`config.mk`:
```
export PLATFORM = sky130hd
export DESIGN_NAME = pipelined_config_multiplier
export DESIGN_NICKNAME = d
export VERILOG_FILES = /design/src/rtl/pipelined_config_multiplier_pkg.sv /design/src/rtl/pipelined_config_multiplier_stage.sv /design/src/rtl/pipelined_config_multiplier.sv
export SDC_FILE = /design/constraint.sdc
export NUM_CORES = 1
export LEC_CHECK = 0
export CAP_MARGIN = 5
export CORE_UTILIZATION = 62
export CTS_CLUSTER_SIZE = 10
export DETAILED_ROUTE_END_ITERATION = 16
export MAX_ROUTING_LAYER = met4
export PLACE_DENSITY_LB_ADDON = 0.1
export SLEW_MARGIN = 5
export SYNTH_ARGS = -nofsm -noshare
export SYNTH_HDL_FRONTEND = slang
export SYNTH_SLANG_ARGS = --single-unit
```
`constraint.sdc`:
```
create_clock -name clk_i -period 9.15 [get_ports clk_i]
set_input_delay 1.3725 -clock clk_i [delete_from_list [all_inputs] [get_ports clk_i]]
set_output_delay 1.3725 -clock clk_i [all_outputs]
set_load 0.01 [all_outputs]
```
`src/rtl/pipelined_config_multiplier_pkg.sv`:
```
// Shared types and derived constants for the pipelined configurable multiplier.
package pipelined_config_multiplier_pkg;

    // The payload struct is sized by this configuration. The top module
    // refuses at elaboration any parameter set that does not match it.
    localparam int CFG_DATA_WIDTH     = 16;
    localparam int CFG_PIPELINE_DEPTH = 4;
    localparam int CFG_TAG_WIDTH      = 4;

    localparam int PRODUCT_PER_STAGE = CFG_DATA_WIDTH / CFG_PIPELINE_DEPTH;
    localparam int RESULT_WIDTH      = 2 * CFG_DATA_WIDTH;

    // One in-flight operation. mag_a and mag_b are operand magnitudes.
    // sum is the running magnitude sum: each adder result is kept at full
    // width, so any carry is absorbed into sum. The low bits of sum that
    // are already complete stay in place, which keeps them aligned with
    // the upper bits all the way to the output.
    typedef struct packed {
        logic                      valid;
        logic                      sign;
        logic [CFG_TAG_WIDTH-1:0]  tag;
        logic [CFG_DATA_WIDTH-1:0] mag_a;
        logic [CFG_DATA_WIDTH-1:0] mag_b;
        logic [RESULT_WIDTH-1:0]   sum;
    } stage_t;

    // Absolute value of an operand. -2^(W-1) maps to the unsigned value 2^(W-1).
    function automatic logic [CFG_DATA_WIDTH-1:0] magnitude(
        input logic [CFG_DATA_WIDTH-1:0] value,
        input logic                      negative
    );
        return negative ? -value : value;
    endfunction

endpackage

```
`src/rtl/pipelined_config_multiplier_stage.sv`:
```
// Combinational accumulation of PRODUCT_PER_STAGE partial-product rows.
module config_multiplier_stage
    import pipelined_config_multiplier_pkg::*;
#(
    parameter int STAGE = 0
) (
    input  stage_t stage_i,
    output stage_t stage_o
);

    localparam int ROW_BASE = STAGE * PRODUCT_PER_STAGE;

    logic [RESULT_WIDTH-1:0] acc;

    // Add each selected row of |A|, shifted to its row position, into the running sum.
    always_comb begin
        acc = stage_i.sum;
        for (int r = 0; r < PRODUCT_PER_STAGE; r++) begin
            if (stage_i.mag_b[ROW_BASE + r]) begin
                acc = acc + ({{CFG_DATA_WIDTH{1'b0}}, stage_i.mag_a} << (ROW_BASE + r));
            end
        end
        stage_o     = stage_i;
        stage_o.sum = acc;
    end

endmodule

```
`src/rtl/pipelined_config_multiplier.sv`:
```
// Pipelined signed/unsigned multiplier with a tag sideband, valid/ready
// handshake, flush and a global clock enable.
module pipelined_config_multiplier
    import pipelined_config_multiplier_pkg::*;
#(
    parameter int DATA_WIDTH     = CFG_DATA_WIDTH,
    parameter int PIPELINE_DEPTH = CFG_PIPELINE_DEPTH,
    parameter int TAG_WIDTH      = CFG_TAG_WIDTH
) (
    input  logic                    clk_i,
    input  logic                    rst_i,
    input  logic                    clk_en_i,
    input  logic                    flush_i,
    input  logic                    valid_i,
    output logic                    ready_o,
    input  logic [DATA_WIDTH-1:0]   operand_A_i,
    input  logic [DATA_WIDTH-1:0]   operand_B_i,
    input  logic                    signed_A_i,
    input  logic                    signed_B_i,
    input  logic [TAG_WIDTH-1:0]    tag_i,
    output logic                    valid_o,
    input  logic                    ready_i,
    output logic [2*DATA_WIDTH-1:0] result_o,
    output logic [TAG_WIDTH-1:0]    tag_o
);

    if (DATA_WIDTH < 4 || (DATA_WIDTH & (DATA_WIDTH - 1)) != 0) begin : g_bad_width
        $fatal(1, "DATA_WIDTH must be a power of 2 and at least 4");
    end
    if (PIPELINE_DEPTH < 2 || (DATA_WIDTH % PIPELINE_DEPTH) != 0) begin : g_bad_depth
        $fatal(1, "PIPELINE_DEPTH must be at least 2 and divide DATA_WIDTH");
    end
    if (DATA_WIDTH != CFG_DATA_WIDTH || PIPELINE_DEPTH != CFG_PIPELINE_DEPTH
        || TAG_WIDTH != CFG_TAG_WIDTH) begin : g_bad_cfg
        $fatal(1, "parameters must match the package configuration");
    end

    stage_t                  stage_q [PIPELINE_DEPTH];
    stage_t                  stage_d [PIPELINE_DEPTH];
    stage_t                  stage_nx[PIPELINE_DEPTH];
    stage_t                  stage_in;
    logic [RESULT_WIDTH-1:0] result_q, result_d;
    logic [TAG_WIDTH-1:0]    tag_q, tag_d;
    logic                    valid_o_q, valid_o_d;
    logic                    advance;
    logic                    neg_a, neg_b;

    assign advance  = clk_en_i & (~valid_o_q | ready_i);
    assign ready_o  = advance & ~rst_i;
    assign valid_o  = valid_o_q;
    assign result_o = result_q;
    assign tag_o    = tag_q;

    // Stage 0 input: operand magnitudes, result sign and tag, with an empty sum.
    always_comb begin
        neg_a          = signed_A_i & operand_A_i[DATA_WIDTH-1];
        neg_b          = signed_B_i & operand_B_i[DATA_WIDTH-1];
        stage_in       = '0;
        stage_in.valid = valid_i;
        stage_in.sign  = neg_a ^ neg_b;
        stage_in.tag   = tag_i;
        stage_in.mag_a = magnitude(operand_A_i, neg_a);
        stage_in.mag_b = magnitude(operand_B_i, neg_b);
    end

    for (genvar k = 0; k < PIPELINE_DEPTH; k++) begin : g_stage
        if (k == 0) begin : g_first
            config_multiplier_stage #(.STAGE(k)) u_stage (
                .stage_i (stage_in),
                .stage_o (stage_nx[k])
            );
        end else begin : g_next
            config_multiplier_stage #(.STAGE(k)) u_stage (
                .stage_i (stage_q[k-1]),
                .stage_o (stage_nx[k])
            );
        end
    end

    // Next state: shift on advance, apply sign at the output, flush clears valids.
    always_comb begin
        stage_d   = stage_q;
        result_d  = result_q;
        tag_d     = tag_q;
        valid_o_d = valid_o_q;
        if (advance) begin
            for (int k = 0; k < PIPELINE_DEPTH; k++) begin
                stage_d[k] = stage_nx[k];
            end
            valid_o_d = stage_q[PIPELINE_DEPTH-1].valid;
            tag_d     = stage_q[PIPELINE_DEPTH-1].tag;
            result_d  = stage_q[PIPELINE_DEPTH-1].sign ? -stage_q[PIPELINE_DEPTH-1].sum
                                                        : stage_q[PIPELINE_DEPTH-1].sum;
        end
        if (clk_en_i && flush_i) begin
            for (int k = 0; k < PIPELINE_DEPTH; k++) begin
                stage_d[k].valid = 1'b0;
            end
            valid_o_d = 1'b0;
        end
    end

    // Pipeline and output registers; reset discards everything in flight.
    always_ff @(posedge clk_i or posedge rst_i) begin
        if (rst_i) begin
            for (int k = 0; k < PIPELINE_DEPTH; k++) begin
                stage_q[k] <= '0;
            end
            result_q  <= '0;
            tag_q     <= '0;
            valid_o_q <= 1'b0;
        end else begin
            stage_q   <= stage_d;
            result_q  <= result_d;
            tag_q     <= tag_d;
            valid_o_q <= valid_o_d;
        end
    end

endmodule

```
### Word level (Yosys, flattened, before mapping)

Index checks and enable logic that the tools add are counted.

* output and inout port bits: 38
* word-level logic and storage cells: 81
* bits in read-only memories: 0
* memories kept: 0
* bits of input ports: 44
* flip-flop bits (word level): 317
* RAM bits: 0
* latch bits: 0

* muxes and demuxes: 26
* add/sub/neg operators: 18
* $lt $le $gt $ge: 0
* multiply operators: 0
* bitwise gates (word level): 8
* shift-type cells: 0
* reductions and logical operators: 2
* eq/ne operators: 0
* divide/modulo/power cells: 0

Operators by type and width (number)
* $mux 32: 16
* $mux 280: 1
* $mux 16: 3
* $add 32x17->32: 1
* $add 32x18->32: 1
* $add 32x19->32: 1
* $add 32x20->32: 1
* $add 32x21->32: 1
* $add 32x22->32: 1
* $add 32x23->32: 1
* $add 32x24->32: 1
* $add 32x25->32: 1
* $add 32x26->32: 1
* $add 32x27->32: 1
* $add 32x28->32: 1
* $add 32x29->32: 1
* $add 32x30->32: 1
* $add 32x31->32: 1
* $neg 16->16: 2
* $neg 32->32: 1
* $mux 1: 6
* $and 1x1->1: 4
* $not 1->1: 2
* $reduce_bool 2->1: 1
* 3 further kinds: 3

### Longest topological paths before layout

* word-level depth: 11
* mapped depth: 33
* mapped depth without buffers: 33

### Modules after synthesis

A second synthesis with hierarchy kept.

* cell total of the unflattened synthesis: 3580
* area total of the unflattened synthesis: 31838.0 sq um

Modules (own cells, without submodules)
* pipelined_config_multiplier: times used 1, cells each 859, sequential area each 7131.8 sq um, area an instance 11972.7 sq um
* config_multiplier_stage at g_stage[0].g_first.u_stage: times used 1, cells each 829, sequential area each 0.0 sq um, area an instance 5844.4 sq um
* config_multiplier_stage at g_stage[1].g_next.u_stage: times used 1, cells each 698, sequential area each 0.0 sq um, area an instance 5137.4 sq um
* config_multiplier_stage at g_stage[2].g_next.u_stage: times used 1, cells each 658, sequential area each 0.0 sq um, area an instance 4738.3 sq um
* config_multiplier_stage at g_stage[3].g_next.u_stage: times used 1, cells each 536, sequential area each 0.0 sq um, area an instance 4145.2 sq um

### Worst setup path before layout

OpenSTA, ideal clock, no wires.

* path type: input to register
* from: input port operand_A_i[0]
* to: register stage_q[228] (netlist bit)
* stages: 28
* setup time: 0.127 ns
* arrival time: 6.803 ns
* required time: 9.023 ns
* setup slack: 2.220 ns
* path buffers: 0
* cells stage by stage: inv_1 > ha_1 > nand2_1 > a21boi_0 > inv_1 > ha_1 > a21o_1 > a21oi_1 > o21bai_1 > a21oi_1 > xor2_1 > mux2i_1 > ha_1 > a21oi_1 > nor2b_1 > a311oi_1 > xnor2_1 > nor2_1 > a21o_1 > ha_1 > or2_2 > or4_1 > a221o_1 > nand3_1 > a31oi_1 > a31oi_1 > a2bb2oi_1 > nand3_1

RTL lines
* from (decl): RTL line pipelined_config_multiplier.sv:16 `input logic [DATA_WIDTH-1:0] operand_A_i,`
* to (signal assigned): RTL line pipelined_config_multiplier.sv:113 `stage_q <= stage_d;`
* to (decl): RTL line pipelined_config_multiplier.sv:38 `stage_t stage_q [PIPELINE_DEPTH];`

### Worst setup path in the final report

* from: input port operand_A_i[0]
* to: register stage_q[228] (netlist bit)

* longest elaborated chain between the ends: 9

Ends and longest elaborated chain
* $neg 16->16: RTL line pipelined_config_multiplier_pkg.sv:32 `return negative ? -value : value;`
* $mux 16 *: RTL line pipelined_config_multiplier_pkg.sv:32
* $mux 16: RTL line pipelined_config_multiplier_stage.sv:19 `if (stage_i.mag_b[ROW_BASE + r]) begin`
* $add 32x17->32: RTL line pipelined_config_multiplier_stage.sv:20 `acc = acc + ({{CFG_DATA_WIDTH{1'b0}}, stage_i.mag_a} << (ROW_BASE + r));`
* $mux 32: RTL line pipelined_config_multiplier_stage.sv:19
* $add 32x18->32: RTL line pipelined_config_multiplier_stage.sv:20
* $mux 32: RTL line pipelined_config_multiplier_stage.sv:19
* $add 32x19->32: RTL line pipelined_config_multiplier_stage.sv:20
* $mux 32 *: RTL line pipelined_config_multiplier_stage.sv:19

Every way passes the cells marked *; elsewhere a longest branch is shown, timed or not.
A chain may end at the register's enable or synchronous reset.

==> metrics.md <==
| Metric | Value |
|---|---|
| Min cycle time layout | 7610 ps |
| Outcome | finished, final reports clean |
| Stages on the worst setup path | 32 |
| Switching share of total power | 0.479 |
| Post-Synth Simple-Gate Area | 0.190 |
| Die Wd | 194 um |
| Gate Count Post-Synth | 2851 |
| Hold slack | 463 ps |
| Routability cong. | 0.962 |
| FF-to-FF path depth | 26 |
| Top Ports | 82 |
| Grt total ovfl | 0 |
| Clock buffer depth | 3 |
| RSZ-0062 raised after global routing | false |
| Most common flop cell mapped by yosys | dfrtp_1 |
| Starting Density | 0.629 |
| Pleak | 11.8 nW |
| Net switching power figure | 0.00482 W |
| YS warnings | 0 |
| Worst Path Required | 9610 ps |
| Hold Path Stages | 2 |
| Clk slew on worst S/H paths | 60 ps |
| Layout area overhead | 8.89% |
| Critical Path Max Stage Delay | 620 ps |
| Slew @ Worst Pin | 1110 ps |
| Reg power frac | 0.184 |
| Critical path's slowest cell | clkdlybuf4s50_1 |
| Final non-filler cell total | 3361 |
| WP buf/inv | 4 |
| Row Count | 70 |
| Vias in the first global route | 20500 |
| End point of the critical path | stage_q[228] |
| Peak supply drop | 0.000222 V |
| Crit path DAT | 8070 ps |
| DR WL/cell | 18.1 um |
| Final Hold Viols | 0 |
| Fraction of layout cells with a size suffix above 1 | 0.0525 |
| Compound-Gate Fraction of Synth Area | 0.239 |
| Syn Area/Cell | 8.06 um2 |
| CTS tree | yes |
| First-pass GRT wire length | 101 mm |
| R2r setup slk | 1630 ps |
| Setup Viol. Count Final | 0 |
| Via/cell ratio | 6.27 |
| Commonest non-fill, non-tap cell in the layout | nand2_1 |
| Worst reg2reg path endpoint | stage_q[96] |
| CORE AREA | 36500 um2 |
| Yosys reg bits | 237 |
| Async set-reset flop share out of synthesis | 1.00 |
| Detailed Routing Iterations Pass 1 | 5 |
| CP Launch Point | operand_A_i[0] |
| Num CTS Buffers | 29 |
| Die area | 37800 um2 |
| Synth Area in XOR/XNOR | 0.0797 |
| Crit end category | register |
| Largest family of logic cells by synthesized area | compound AO/OA/AOI/OAI gates |
| Diode count | 0 |
| Fmax | 0.131 GHz |
| Critical Setup Path Class | input pin to register |
| CP max FO | 6 |
| Synth Area in Adders | 0.150 |
| Via count | 21100 |
| CTS sink count | 237 |
| Post-Place Cells | 3321 |
| Iter 0 DRT Violations | 1157 |
| Nets | 3194 |
| Hold buffers post-CTS | 0 |
| PwrDens | 402 nW/um2 |
| CTS H-tree lvls | 1 |
| # Post-CTS Setup Buffers | 0 |
| Worst min-delay path class | register to register |
| Pin count of the biggest net entering global routing | 170 |
| Max Slew Vio Count | 0 |
| Commonest non-fill, non-tap cells in the layout | nand2_1, ha_1, dfrtp_1, o21ai_0, a21oi_1 |
| Die height | 194 um |
| Antenna viol nets, final | 0 |
| Mux cell area share after synthesis | 0.0501 |
| Combinational fraction of design power | 0.711 |
| Cell mode on critical path | ha_1 |
| Post-Syn Area | 23000 um2 |
| Final WL | 60.9 mm |
| Worst-Skew Late Latency | 580 ps |
| # Max-Cap Violations | 0 |
| DRC Markers | 0 |
| Sequential element share of the synthesized area | 0.258 |
| Initial antenna violation count | 0 |
| Post-DP HPWL | 46.7 mm |
| Final Skew | 24.0 ps |
| Setup TNS | 0 ps |
| PortBufs | 81 |
| Gr usage total | 0.331 |
| Worst Setup Start Kind | input pin |
| Reg-to-Reg Start | stage_q[189] |
| Post-synth EDFFs | 0 |
| Cell Int Power | 0.00525 W |
| Headroom to the max-slew limit | 0.260 |
| Clock network power share | 0.105 |
| CTS Root Cell | clkbuf_16 |
| Fin crit share | 0.831 |
| PostCTS Resize Cnt | 0 |
| Synth cell types | 87 |
| Synthesized net count | 3161 |
| Crit path max-delay family | compound AO/OA/AOI/OAI gates |
==> kinds of logic (layout without fill, tap and decap cells) <==
group / count (synthesis) / in the layout
xor+xnor: 209 / 209
compound gates: 847 / 847
fa+ha+maj: 266 / 266
flops: 237 / 237
mux: 107 / 107
buf+inv: 202 / 244
simple gates: 983 / 983
==> final cells by class <==
type                       instances  area, um2
clock inverter                     6       70.1
tap                              468        586
sequential                       237       5930
multi-input combinational       2412      16300
fill                            3122      11500
timing repair buffer              96        948
inverter                         108        413
clock buffer                      34        764
==> metrics by stage <==
stage                     instance area (um2)  power, W  setup slack [ps]   util
after floorplan                         23000   0.00734              1270      -
after global placement                  24200   0.00865              1200  0.662
after detailed placement                24200   0.00890              1010  0.662
after CTS                               25000    0.0100              1580  0.685
after global routing                    25000    0.0110               951  0.685
final                                   25000    0.0101              1540  0.685
==> worst reg2reg max path: stages, from the launching register on <==
cell       delay [ps]
dfrtp_1           530
inv_1             220
fa_1              480
nor2b_1           170
o31a_1            230
o2111ai_1         230
a31oi_1           350
nor3_1             80
o31ai_1           650
ha_1              370
nand2_1           100
nor4_1            400
nor3_1            110
xor2_1            150
o21ai_1           330
ha_1              370
and4_1            220
a211oi_1          390
a21oi_1           170
xor2_1            170
mux2_2            310
ha_1              340
or3_1             380
o211ai_1          110
xor2_1            190
nor3_1             60
a221o_1           280
==> state kept, by name (all words and copies together), names as in the netlist <==
signal and count:
valid_o 1, result_o 32, tag_o 4, stage_q 200
==> power groups by stage <==
stage	Clock, W	Combinational, W	Sequential (W)
2_1_floorplan	0	0.00565	0.00169
3_3_place_gp	0	0.00680	0.00185
3_5_place_dp	0	0.00704	0.00186
4_1_cts	0.00107	0.00710	0.00185
5_1_grt	0.00111	0.00799	0.00190
6_report	0.00105	0.00716	0.00186
==> worst min path at each step <==
stage / startpoint / end
CTS: stage_q[212] / stage_q[142]
global placement: stage_q[134] / stage_q[64]
detailed placement: stage_q[210] / stage_q[140]
finish: stage_q[205] / stage_q[135]
global route: stage_q[252] / stage_q[182]
floorplan: stage_q[80] / stage_q[10]
==> synthesized netlist by cell type (all sizes together) (7+ instances only) <==
cell type / number / share of area
nand2: 538 / 0.088
ha: 251 / 0.14
o21ai: 250 / 0.055
dfrtp: 237 / 0.26
a21oi: 176 / 0.038
nor2: 160 / 0.026
xnor2: 119 / 0.045
inv: 104 / 0.017
xor2: 90 / 0.034
clkbuf: 83 / 0.014
a21o: 74 / 0.024
mux2: 61 / 0.030
nor3: 54 / 0.012
o21a: 53 / 0.017
mux2i: 46 / 0.020
a211oi: 43 / 0.014
nand3: 42 / 0.0091
o31ai: 37 / 0.012
nand2b: 34 / 0.0096
a31oi: 29 / 0.0079
nor2b: 27 / 0.0074
and2: 22 / 0.0060
and3: 22 / 0.0060
o21bai: 20 / 0.0065
or3: 20 / 0.0054
o211ai: 18 / 0.0059
fa: 15 / 0.013
or2: 14 / 0.0038
o22ai: 13 / 0.0035
a221o: 12 / 0.0052
buf: 11 / 0.0018
or4: 11 / 0.0039
nand4: 10 / 0.0027
o31a: 10 / 0.0038
nor4: 9 / 0.0030
a2111oi: 8 / 0.0041
a211o: 8 / 0.0031
a31o: 8 / 0.0031
nor3b: 8 / 0.0026
o41ai: 8 / 0.0034
a22oi: 7 / 0.0023
o221ai: 7 / 0.0027
==> per-layer routing <==
layer | share of wire | global-route usage | vias to the layer above
li1 | - | - | 10300
met1 | 0.45 | 0.420 | 10100
met2 | 0.48 | 0.567 | 534
met3 | 0.048 | 0.0323 | 110
met4 | 0.025 | 0.0829 | 0
met5 | 0 | - | -
Note: power is estimated with default switching activity, not from simulation.
==> patch 1: new RTL, config.mk and constraints unchanged <==
Take the reset off `result_q` and load it in a clocked block of its own.
--- a/src/rtl/pipelined_config_multiplier.sv
+++ b/src/rtl/pipelined_config_multiplier.sv
@@ -108,3 +108,2 @@
             end
-            result_q  <= '0;
             tag_q     <= '0;
@@ -113,3 +112,2 @@
             stage_q   <= stage_d;
-            result_q  <= result_d;
             tag_q     <= tag_d;
@@ -119,2 +117,6 @@
 
+    always_ff @(posedge clk_i) begin
+        result_q <= result_d;
+    end
+
 endmodule
Function: changed (Yosys sat finds a counterexample within 10 cycles, from zero or initial values and one cycle with rst_i high; the reset may be asserted at any time).
==> patch 1 against the unedited design <==
- core utilization fell by 0.099 points
- non-clock buffer count rose by 1
- final area fell by 0.14%
- worst setup slack got worse by 0.30 ns
- routed wire length barely moved
- total power rose by 1.7%
- area after synthesis fell by 0.30%
- sequential cell count did not move
- synthesized cell count fell by 1.7%
- global-route usage rose by 0.20 points
- die area fell by 0.30%
==> patch 1: results (changes against the unedited design) <==
- The instance count of the mapped netlist came to 2803 (-1.7%).
- The leakage power figure is 11.61 nW (-1.9%).
- The worst clock skew on the final layout is 0.03193 ns (+0.007942 ns).
- The initial antenna violation count came to 2 (+2).
- The net switching component of the power is 4.891 mW (+1.5%).
- The placed instance area was 0.02411 mm2 (-0.29%).
- The global-route track usage on met1 is 40.63% (-1.4 points).
- The slew of the pin with the lowest slew margin was 1.106 ns (-0.00002918 ns).
- The slack of the worst reg-to-reg path is 1.24 ns (-0.39 ns).
- The post-detailed-placement half-perimeter wirelength is 46.92 mm (+0.50%).
- In this run the worst hold path is classified as flip-flop to flip-flop.
- The minimum clock period is 7.910 ns (+0.3025 ns).
- The most critical setup path has its endpoint at stage_q[161].
- The largest individual stage delay along the critical path comes from the cell a2111oi_0.
- The global routing usage on met3 was 3.061% (-0.17 points).
- The hold path endpoint is stage_q[116].
- The met2 track demand over resource is 57.49% (+0.80 points).
- The share of layout cells above drive strength 1 is 5.219% (-0.035 points).
- The count of placed standard cells in the final layout, fillers left out is 3325 (-1.1%).
- The total met2 wirelength after detailed routing came to 29.92 mm (+2.2%).
- The detailed route wirelength on metal3 is 2.644 mm (-9.2%).
- The total track usage is 33.34% (+0.20 points).
- The number of filler instances in the final layout is 3008 (-3.7%).
- The global-route wire length before repair is 100.2 mm (-0.69%).
- The met1 routed wirelength after detailed routing is 26.22 mm (-3.4%).
- The post-synthesis cell type count is 79 (-9.2%).
- The routability-driven placement congestion ratio is 0.9404 (-2.3%).
- The fraction of the yosys area taken by sequential cells is 26.59% (+0.78 points).
- The cell count after placement is 3279 (-1.3%).
- The detailed-route wire length is 60.92 mm (about the same).
- The via count of the first global-routing pass is 20360 (-0.59%).
- The maximum VDD drop is 0.0002735 V (+23%).
- The flow ran to the end, and the final reports show no timing, DRC or antenna violations.
- In this run the worst setup path begins at stage_q[258].
- The total number of nets in the final design came to 3152 (-1.3%).
- The total vias in the final route was 20770 (-1.4%).
- The area occupied by registers came to 0.006091 mm2 (+2.7%).
- The DRC violation total after the first TritonRoute iteration is 1262 (+9.1%).
- The worst slack at placement was 0.8735 ns (-0.1351 ns).
- The arrival time at the worst endpoint came to 8.40 ns (+0.33 ns).
- The number of enable-type register cells in the synthesized netlist is 32 (+32).
- The deepest level of the CTS H-tree is 1 (unchanged).
- The post-route worst hold slack was 0.4536 ns (-0.009414 ns).
- The design internal power came to 5.352 mW (+2.0%).
- In the synthesized netlist, the cells that appear most often are 495 x nand2_1, 251 x ha_1, 205 x dfrtp_1.
patch 1: cell count changes in the layout (fill, tap and decap cells not counted), moves of 10 or more:
cell / change
inv_1: +10
a21oi_1: +20
dfrtp_1: -32
nor3_1: -10
nor2b_1: +11
xor2_1: -30
or3_1: +11
nand2_1: -43
xnor2_1: +34
o21ai_1: -33
nor2_1: +21
edfxtp_1: +32
o21ai_0: -20
patch 1: area by class of cell:
type                    instances  share of cell area [%]
diodes                          2                 0.02004
clock buffers                  40                   3.196
clock inverters                 4                  0.2655
inverters                     120                   1.853
multi-input cells            2357                   64.21
flip-flops and latches        237                   24.38
well taps                     468                   2.344
repair buffers                 97                   3.727
patch 1: kinds of logic after synthesis:
kind of cell / after synthesis / synth area share, %
and+or+nand+nor: 956 / 18.67
DFF: 237 / 26.59
adders and majority gates: 266 / 15.02
AOI/OAI and AO/OA: 822 / 23.46
xor gates and xnor gates: 213 / 8.145
buffers and inverters: 209 / 3.425
muxes: 100 / 4.682
==> patch 2: new RTL, same settings <==
Without the edit above. The package constant `CFG_PIPELINE_DEPTH` goes from 4 to 8.
--- a/src/rtl/pipelined_config_multiplier_pkg.sv
+++ b/src/rtl/pipelined_config_multiplier_pkg.sv
@@ -6,3 +6,3 @@
     localparam int CFG_DATA_WIDTH     = 16;
-    localparam int CFG_PIPELINE_DEPTH = 4;
+    localparam int CFG_PIPELINE_DEPTH = 8;
     localparam int CFG_TAG_WIDTH      = 4;
Behaviour: no difference found for any inputs over 4 cycles, from zero or initial values and one cycle with rst_i high; that may be too few to reach the edited logic, so the function may still have changed.
==> patch 2 against the unedited design <==
- worst setup slack better by 3.0 ns
- first-iteration DRC count up 90%
- sequential cell count up 216
- highest routed layer unchanged
- total power up 13%
- final area up 39%
- critical path type unchanged
- routed wire length up 33%
- synthesized cell count up 35%
- maximum frequency up 67%
- critical endpoint is now stage_q[503]
- clock skew up 0.012 ns
- area after synthesis up 39%
==> patch 2: results (changes against the unedited design) <==
- For hold timing, the worst endpoint is stage_q[325].
- The placed instance area was 0.03323 mm2 (+37%).
- The number of nets in the synthesized netlist was 4165 (+32%).
- The relative max-transition margin is 15.99% (-10 points).
- The routability-driven placement congestion ratio is 0.9925 (+3.1%).
- The length of the first detailed-routing pass in iterations is 6 (+1).
- The met2 track demand over resource is 55.13% (-1.6 points).
- The total met2 wirelength after detailed routing was 40.99 mm (+40%).
- By area the synthesized netlist is led by dfrtp_1 35%, nand2_1 12%, ha_1 9.7%.
- The cell with the biggest individual delay on the critical path is or4_1.
- The fraction of the yosys area taken by sequential cells came to 35.46% (+9.6 points).
- The worst stage delay on the critical path was 0.59 ns (-0.03 ns).
- The deepest level of the CTS H-tree is 2 (+1).
- The run finished with clean final reports.
- The post-route worst hold slack was 0.4383 ns (-0.02473 ns).
- The number of vias per cell after detailed routing is 6.144 (-2.0%).
- The global-route track usage on met1 is 39.14% (-2.9 points).
- The met1 routed wirelength after detailed routing is 34.16 mm (+26%).
- The peak fanout along the critical path is 4 (-2).
- The global-route wire length before repair is 135.5 mm (+34%).
- The number of filler instances in the final layout is 4027 (+29%).
- By count the netlist is led by 985 x nand2_1, 453 x dfrtp_1, 257 x o21ai_0.
- The worst clock skew on the final layout came to 0.03625 ns (+0.01226 ns).
- The count of placed standard cells in the final layout, fillers left out is 4544 (+35%).
- The global routing usage on met3 came to 3.000% (-0.23 points).
- The post-synthesis cell type count is 89 (+2.3%).
- The share of layout cells above drive strength 1 is 4.778% (-0.48 points).
- The minimum clock period is 4.559 ns (-3.049 ns).
- The reg-to-reg critical path startpoint is stage_q[118].
- The post-detailed-placement half-perimeter wirelength is 58.48 mm (+25%).
- The maximum VDD drop is 0.0001800 V (-19%).
- The maximum number of pins on one net before global-route repair is 184 (+8.2%).
- The mean instance size in the synthesized netlist is 8.289 um2 (+2.9%).
- The latest clock arrival within the worst-skew pair came to 0.60 ns (+0.02 ns).
- The logic depth of the worst register-to-register path was 17 (-35%).
- The flip-flop count of the largest register after layout is 416 (+110%).
[patch 2: changes by cell type after synthesis, moves of 16 or more]
cell      before  now
nand2_1      538  985
dfrtp_1      237  453
o21ai_0      214  257
clkbuf_1      83  124
nor2_1       160  197
a21o_1        74  105
xor2_1        90   66
a21oi_1      176  199
inv_1        103  122
mux2_2        60   41
o211ai_1      18   37
nand3_1       42   59
nor2b_1       27   44
buf_2          0   16
[patch 2: area by class of cell]
| cell class | instances | area, um2 | share of cell area [%] |
|---|---|---|---|
| clock buffer | 66 | 1510 | 4.334 |
| inverter | 124 | 469.2 | 1.346 |
| sequential | 453 | 11340 | 32.53 |
| tap | 672 | 840.8 | 2.413 |
| clock inverter | 6 | 107.6 | 0.3088 |
| multi-input combinational | 3123 | 19580 | 56.19 |
| timing repair buffer | 100 | 1003 | 2.880 |
[patch 2: where the power goes]
part / internal (mW) / total, mW / leakage, nW / switching [mW]
registers: 2.64 / 3.36 / 5.76 / 0.718
logic: 2.62 / 6.00 / 10.4 / 3.38
clock network: 1.22 / 2.02 / 0.793 / 0.803
[patch 2: worst register-to-register path, stage by stage (launching register included)]
cell       delay (ns)
dfrtp_1          0.39
ha_1             0.23
inv_1            0.07
fa_1             0.41
nor2b_1          0.18
o31ai_1          0.14
a21oi_1          0.29
o2111ai_1        0.23
and4_1           0.27
o31ai_1          0.49
ha_1             0.40
and3_1           0.23
a221o_1          0.31
a21oi_1          0.13
o21ai_0          0.15
a21o_1           0.21
a21oi_1          0.15
o21ai_0          0.09
[patch 2: logic make-up (layout without fill, tap and decap cells)]
logic type      count (synthesis)  in the layout  synth area share (%)
buf+inv                       281            296                 3.362
fa+ha+maj                     264            264                 10.68
compound gates               1004           1004                 20.52
mux                           100            100                 3.291
simple gates                 1563           1563                 21.43
flops                         453            453                 35.46
xor+xnor                      192            192                 5.260
